[config.mk]
export PLATFORM = sky130hd
export DESIGN_NAME = multu_unit
export DESIGN_NICKNAME = d
export VERILOG_FILES = /design/src/rtl/multu_unit.sv
export SDC_FILE = /design/constraint.sdc
export NUM_CORES = 1
export LEC_CHECK = 0
export ABC_CLOCK_PERIOD_IN_PS = 4700
export CAP_MARGIN = 20
export CORE_MARGIN = 4
export CORE_UTILIZATION = 55
export CTS_CLUSTER_SIZE = 8
export DETAILED_ROUTE_END_ITERATION = 8
export HOLD_SLACK_MARGIN = 0.02
export PLACE_DENSITY = 0.8
export REMOVE_ABC_BUFFERS = 1
export SETUP_SLACK_MARGIN = 0.15
export SYNTH_ARGS = -nofsm -noshare
export SYNTH_HDL_FRONTEND = slang
export SYNTH_SLANG_ARGS = --single-unit
export TNS_END_PERCENT = 30
[constraint.sdc]
create_clock -name clk -period 4.7 [get_ports clk]
set_clock_uncertainty 0.15 [all_clocks]
set_input_delay 0.94 -clock clk [delete_from_list [all_inputs] [get_ports clk]]
set_output_delay 0.94 -clock clk [all_outputs]
set_load 0.01 [all_outputs]
[src/rtl/multu_unit.sv]
// multu_unit: sequential WIDTH x WIDTH unsigned shift-add multiplier
// with HI/LO result registers, serving MULTU (overwrite) and MADDU (accumulate).
// Ports: clk; reset (async, active-low); start/acc/a/b request;
//        wr_hi/wr_lo/wdata MTHI/MTLO writes, honoured only when
//        MULTU_HILO_WR_EN is defined (otherwise ignored);
//        busy/last/done status; hi/lo result registers.
module multu_unit #(
  parameter int WIDTH = 32
) (
  input  logic             clk,
  input  logic             reset,
  input  logic             start,
  input  logic             acc,
  input  logic [WIDTH-1:0] a,
  input  logic [WIDTH-1:0] b,
  input  logic             wr_hi,
  input  logic             wr_lo,
  input  logic [WIDTH-1:0] wdata,
  output logic             busy,
  output logic             last,
  output logic             done,
  output logic [WIDTH-1:0] hi,
  output logic [WIDTH-1:0] lo
);

  localparam int CW = (WIDTH > 1) ? $clog2(WIDTH) : 1;

  typedef enum logic [1:0] {
    S_IDLE,
    S_RUN,
    S_COMMIT
  } state_t;

  state_t             r_state;
  state_t             w_next;
  logic [WIDTH-1:0]   r_mcand;
  logic [2*WIDTH-1:0] r_prod;
  logic [CW-1:0]      r_cnt;
  logic               r_acc;
  logic               r_done;
  logic [WIDTH-1:0]   r_hi;
  logic [WIDTH-1:0]   r_lo;

  logic               w_last;
  logic [WIDTH:0]     w_sum;
  logic [2*WIDTH-1:0] w_commit;
  logic               w_wr_hi;
  logic               w_wr_lo;

  assign w_last = (r_state == S_RUN) &&
                  (r_cnt == CW'(WIDTH - 1));

  // Upper half plus multiplicand when the current multiplier bit is set;
  // the carry lands in bit WIDTH and shifts down with the product.
  assign w_sum = {1'b0, r_prod[2*WIDTH-1:WIDTH]} +
                 (r_prod[0] ? {1'b0, r_mcand} : '0);

  // MADDU wraps modulo 2^(2*WIDTH); the carry-out is dropped.
  assign w_commit = r_acc ? ({r_hi, r_lo} + r_prod) : r_prod;

`ifdef MULTU_HILO_WR_EN
  logic w_idle_wr;
  // start wins over the strobes; strobes only land in a quiet IDLE.
  assign w_idle_wr = (r_state == S_IDLE) && !start;
  assign w_wr_hi   = w_idle_wr && wr_hi;
  assign w_wr_lo   = w_idle_wr && wr_lo;
`else
  logic w_unused;
  assign w_unused = ^{wr_hi, wr_lo};
  assign w_wr_hi  = 1'b0;
  assign w_wr_lo  = 1'b0;
`endif

  always_ff @(posedge clk or negedge reset) begin
    if (!reset) r_state <= S_IDLE;
    else        r_state <= w_next;
  end

  always_comb begin
    w_next = r_state;
    unique case (r_state)
      S_IDLE:   if (start)  w_next = S_RUN;
      S_RUN:    if (w_last) w_next = S_COMMIT;
      S_COMMIT: w_next = S_IDLE;
      default:  w_next = S_IDLE;
    endcase
  end

  always_ff @(posedge clk or negedge reset) begin
    if (!reset) begin
      r_mcand <= '0;
      r_prod  <= '0;
      r_cnt   <= '0;
      r_acc   <= 1'b0;
      r_done  <= 1'b0;
      r_hi    <= '0;
      r_lo    <= '0;
    end else begin
      r_done <= 1'b0;
      unique case (r_state)
        S_IDLE: begin
          if (start) begin
            r_mcand <= a;
            r_prod  <= {{WIDTH{1'b0}}, b};
            r_cnt   <= '0;
            r_acc   <= acc;
          end
        end
        S_RUN: begin
          r_prod <= {w_sum, r_prod[WIDTH-1:1]};
          r_cnt  <= r_cnt + CW'(1);
        end
        S_COMMIT: begin
          {r_hi, r_lo} <= w_commit;
          r_done       <= 1'b1;
        end
        default: ;
      endcase
      if (w_wr_hi) r_hi <= wdata;
      if (w_wr_lo) r_lo <= wdata;
    end
  end

  assign busy = (r_state != S_IDLE);
  assign last = w_last;
  assign done = r_done;
  assign hi   = r_hi;
  assign lo   = r_lo;

endmodule

==> metrics.txt, run 1 <==
status=complete, no violations; TritonCTS clock tree=done; Die Y=approximately 160 µm; Tightest Pin Transition=0.932 ns; placed inst area=between 0.01 and 0.015 mm²; met3 Track Usage GR=3.40%; clock insertion delay at the later pin of the skew report=0.45 ns; Max IR drop VDD=332 µV; DRT Wirelength=32600 µm; f_max=257 MHz; first-pass GRT wire length=53800 µm; n_diodes=0; MaxCap Viol Count=0; Hold Crit Class=flip-flop to flip-flop; arrival time of the worst setup path=4.10 ns; register area share after synthesis=approximately a third; Placed Cells=around 1900; reg-to-reg slack, setup=a little over 0.8 ns; Remaining Overflow, GRT=0; Layout Utilization=66.0%; RSZ-0062 raised after global routing=false; Area Overhead vs Synth=17.1%; Reg-to-Reg Start=r_prod[0]; Setup CP Type=flip-flop to flip-flop; DR iter-0 viols=between 800 and 900; hold_sp=r_mcand[10]; CTS max path bufs=2; Hold Path Sink=r_mcand[10]; DRC viols=0; hold path depth=2; vias in the first global route=10900; Post-Syn Instances=1519; H-tree depth=4; min Tclk post-route=3.89 ns; warning count from the yosys run=0; Required @ worst endpoint=4.91 ns; # resized after CTS=0; Vias per Instance=6.00; post-synth top area cell=dfrtp_1; setup tns final=0 ns; clk slew on worst S/H paths=about 0.070 ns; # port buffers=134; Starting Density=56.4%; worst r2r path cells=12; post-synthesis cell type count=63; largest cells by area after synthesis=dfrtp_1 (34%), ha_1 (9.8%), nand2_1 (7.0%); largest net degree at the start of global routing=92; chip width=158 µm; setup violators final=0; Pleak=between 6 and 7 nW; Post-DRT Antenna Nets=0; Max Slew Vio Count=0; Syn Area/Cell=8.18 µm²; met2 Track Usage GR=43.2%; Final Hold Vio Count=0; predominant post-synthesis flop cell=dfrtp_1; first drt pass iteration count=5; NumNets Final=about 1800; total power=around 0.010 W; GP Congestion=approximately 0.94; HPWL Detailed=between 20000 and 25000 µm; Placeable Area=about 0.022 mm²; most frequent cells in the layout=nand2_1 (229), dfrtp_1 (168), o21ai_0 (161); CP Max Fanout=13; antenna violations before repair=0; PwrDens=694 mW/mm²; Slew headroom=37.9%; final cycle utilization of the critical path=82.8%; top cell type's share of synthesized area=approximately 34%; WL per Instance=approximately 17 µm; Tot GR Track Use=26.1%; Setup Buffers After CTS=0; clock sinks=approximately 170; # hold bufs at CTS=0; commonest non-fill, non-tap cell in the layout=nand2_1; met1 GRT Util=36.5%; number of synthesized flops with an enable pin=0; Row Count=54; async set or reset register ratio after synthesis=100%; # IOs=169; Setup crit end kind=flip-flop; layout cells sized above 1=approximately 3.7%; Clk Tree Root Cell=clkbuf_16; Reg2Reg Capture Point=hi[4]; total CTS buffers=17; startpoint types=flip-flop; Top Usage Layer GRT=met2; post-route cell area=0.0145 mm²; Post-Syn Area=approximately 0.012 mm²; flops & latches, synth=around 170; die area=0.0250 mm²; non-filler cells, final=1903; Vias=between 10000 and 15000
## cell type report
class / instances / area [µm²]
clock buffer: 20 / 467
clock inverter: 12 / 116
fill: 1864 / 7480
inverter: 19 / 71.3
multi-input combinational: 1257 / 7860
sequential: 169 / 4230
tap: 280 / 350
timing repair buffer: 146 / 1450
## through the flow
step / setup WS, ns / hold slack, ns
floorplan: 0.675 / 0.287
global placement: 1.01 / 0.300
detailed placement: 0.940 / 0.305
CTS: 0.899 / 0.321
global route: 0.642 / 0.333
finish: 0.806 / 0.317
## registers in the layout (all words and copies together), names as in the netlist
signal,flops
r_prod,64
hi,32
lo,32
r_mcand,32
r_cnt,5
r_state,2
done,1
r_acc,1
## Yosys cell counts, drive strengths merged (3+ instances only)
master	n
a31oi	8
a221oi	3
nor3	19
mux2i	48
nor3b	18
o22ai	34
o31a	4
dfrtp	169
xor2	44
nand3	42
clkbuf	64
nand2	230
a21oi	119
o211ai	5
nor2b	13
a21boi	8
o21ai	165
o31ai	7
nor4	3
o21bai	16
xnor2	38
a211oi	12
and3	7
a41oi	3
nand4	24
buf	10
o21a	10
a32o	3
a211o	4
and2	40
inv	18
nor2	139
or3	7
o41ai	3
a21o	48
nand2b	13
ha	97
## report_power, final
part / leakage, nW / total [W] / internal (W) / switching (W)
registers: 2.00 / 0.00256 / 0.00199 / 0.000564
clock network: 0.288 / 0.00141 / 0.000778 / 0.000631
logic: 4.28 / 0.00613 / 0.00265 / 0.00347
total: 6.57 / 0.0101 / 0.00542 / 0.00467
## worst max-delay path by stage
stage	startpoint	end	slack, ns	depth (start not counted)
finish	r_prod[0]	hi[4]	0.81	12
global route	r_prod[0]	hi[4]	0.64	12
CTS	r_prod[0]	hi[4]	0.90	12
detailed placement	r_prod[0]	r_prod[60]	0.94	12
global placement	r_prod[0]	r_prod[60]	1.01	12
floorplan	r_state[0]	hi[31]	0.68	7
## kinds of logic after synthesis
group | Yosys count | synth area share (%)
fa+ha+maj | 99 | 10.1
buf+inv | 93 | 2.81
xor+xnor | 82 | 5.78
flops | 169 | 34.1
compound gates | 467 | 22.9
mux | 48 | 3.87
simple gates | 561 | 20.5
## per-layer routing
| metal | share of wire, % | wire length (µm) | vias up |
|---|---|---|---|
| li1 | - | - | 5615 |
| met1 | 47 | 15200 | 5476 |
| met2 | 47 | 15300 | 291 |
| met3 | 4.8 | 1550 | 35 |
| met4 | 1.6 | 522 | 0 |
| met5 | 0 | 0 | - |
## critical path: stages (launching register included)
cell,delay (ns)
dfrtp_1,0.50
ha_1,0.27
fa_1,0.42
a21oi_1,0.32
nor3_1,0.16
o211ai_1,0.32
nand3_1,0.19
a21boi_0,0.54
o21ai_0,0.24
a21oi_1,0.28
xnor2_1,0.16
mux2i_1,0.10
o21ai_0,0.17
Note: power is estimated with default switching activity, not from simulation.
==> run 2, diff against run 1 <==
ABC_CLOCK_PERIOD_IN_PS = 3640   (was 4700)
clock period = 3.64 ns   (was 4.7 ns; I/O delays follow)
==> run 2 against run 1 <==
Effect of this change: cell count increased by 1.5%; die area is the same; sequential power grew 30%; utilization grew 1.2 points; fmax grew 13%; critical endpoint is now r_prod[60].
==> metrics.txt, run 2 (synthesis results as in run 1) <==
TritonCTS clock tree=done; die area=0.0250 mm² (unchanged); CTS max path bufs=2 (unchanged); Row Count=54 (unchanged); setup violators final=0 (unchanged); Fill cells=1852 (-0.64%); Post-DRT Antenna Nets=0 (unchanged); Placeable Area=0.0220 mm² (unchanged); non-filler cells, final=1931 (+1.5%); Top Layer Used=met4; # IOs=169 (unchanged); Hold Crit Class=input port to async pin; chip width=158 µm (unchanged); Setup CP Type=flip-flop to flip-flop; CP Max Fanout=21 (+8); Layout Utilization=67.2% (+1.2 points); clock insertion delay at the later pin of the skew report=0.44 ns (about the same); Final Hold Vio Count=0 (unchanged); RSZ-0062 raised after global routing=true; Reg with most FFs=r_prod; largest net degree at the start of global routing=94 (+2.2%); NumNets Final=1839 (+1.5%); Slew headroom=39.6% (+1.7 points); FF/Latch Area=0.00423 mm² (about the same); WL per Instance=17.4 µm (+1.5%); DRC viols=0 (unchanged); final cycle utilization of the critical path=94.8% (+12 points); Starting Density=56.4% (unchanged); commonest non-fill, non-tap cell in the layout=nand2_1; DRT Wirelength=33600 µm (+3.0%); GP Congestion=0.955 (+1.4%); Vias per Instance=5.97 (-0.44%); Max IR drop VDD=399 µV (+20%); first-pass GRT wire length=55200 µm (+2.7%); Vias=11500 (+1.0%); clock sinks=169 (unchanged); Placed Cells=1894 (+1.2%); Hold WS=0.221 ns (-0.0955 ns); Tot GR Track Use=26.8% (+0.67 points); # hold bufs at CTS=0 (unchanged); Clk Tree Root Cell=clkbuf_16; # port buffers=134 (unchanged); Setup crit end kind=flip-flop; HPWL Detailed=24600 µm (+3.3%); f_max=290 MHz (+13%); post-route cell area=0.0148 mm² (+1.8%); PwrDens=898 mW/mm² (+29%); multi-input logic area=0.00793 mm² (+0.89%); most frequent cells in the layout=nand2_1 (229), dfrtp_1 (167), o21ai_0 (159); startpoint types=flip-flop; DRT met1 WL=15600 µm (+2.5%); Area Overhead vs Synth=19.2%; Remaining Overflow, GRT=0 (unchanged); status=complete, no violations; H-tree depth=4 (unchanged); clk slew on worst S/H paths=0.07 ns (about the same); placed inst area=0.0141 mm² (+1.3%); max reg flops=64 (unchanged); DR iter-0 viols=738 (-8.0%); setup tns final=0 ns (unchanged); MaxCap Viol Count=0 (unchanged); Max Slew Vio Count=0 (unchanged); met3 WL=1630 µm (+5.0%); total CTS buffers=17 (unchanged); vias in the first global route=11100 (+2.6%); layout cells sized above 1=6.24% (+2.5 points); DR WL met2=15900 µm (+4.1%); Required @ worst endpoint=3.79 ns (-1.12 ns); antenna violations before repair=0 (unchanged); first drt pass iteration count=6 (+1); arrival time of the worst setup path=3.60 ns (-0.50 ns); n_diodes=0 (unchanged); min Tclk post-route=3.45 ns (-0.441 ns); Pleak=6.67 nW (+1.5%); Die Y=158 µm (unchanged); Tightest Pin Transition=0.903 ns (-0.0292 ns)
==> run 2: worst max-delay path, cell delays in order, from the launching register on <==
cell       delay [ns]
dfrtp_2          0.47
buf_6            0.18
and2_1           0.15
ha_1             0.31
a21o_1           0.20
a21oi_1          0.15
nor2b_1          0.08
o41a_1           0.38
o41ai_4          0.38
o31a_4           0.22
nor3_2           0.05
a2111oi_2        0.32
xor2_1           0.19
o21ai_1          0.07
==> run 2: timing repair <==
item	in CTS	in global routing
gates resized for setup	5	16
pin swaps	0	9
setup buffers	0	5
endpoints found under the setup margin	18	26
==> run 2: final timing paths <==
kind	start	endpoint	slack [ns]	depth (start not counted)
worst max-delay path	r_prod[0]	r_prod[60]	0.19	13
worst min-delay path	reset	r_prod[0]	0.22	1
worst max register to register	r_prod[0]	r_prod[60]	0.19	13
worst min register to register	r_mcand[4]	r_mcand[4]	0.32	2
max in group asynchronous	reset	r_mcand[8]	2.23	2
min in group clk	r_mcand[4]	r_mcand[4]	0.32	2
==> run 2: power by group <==
part           total, W  switching (W)  internal (W)
clock network   0.00174       0.000822      0.000916
registers       0.00332       0.000752       0.00257
logic           0.00823        0.00462       0.00361
total            0.0133        0.00619       0.00710
==> run 2: routing by layer <==
metal | vias up | GRT usage [%]
met4 | 0 | 5.56
li1 | 5665 | -
met1 | 5535 | 37.9
met5 | - | 0
met2 | 306 | 44.4
met3 | 28 | 3.51
==> run 2: through the flow <==
stage / total power [W] / worst slack (ns)
after floorplan: 0.00917 / -0.385
after global placement: 0.0111 / 0.0888
after detailed placement: 0.0113 / -0.0379
after CTS: 0.0131 / 0.127
after global routing: 0.0145 / 0.0663
final: 0.0133 / 0.188
==> run 2: area by class of cell <==
type	count	share of cell area [%]
Multi-Input combinational cell	1257	53.6
Tap cell	280	2.37
Clock inverter	12	0.609
Clock buffer	20	3.09
Sequential cell	169	28.6
Inverter	19	0.482
Timing Repair Buffer	174	11.3
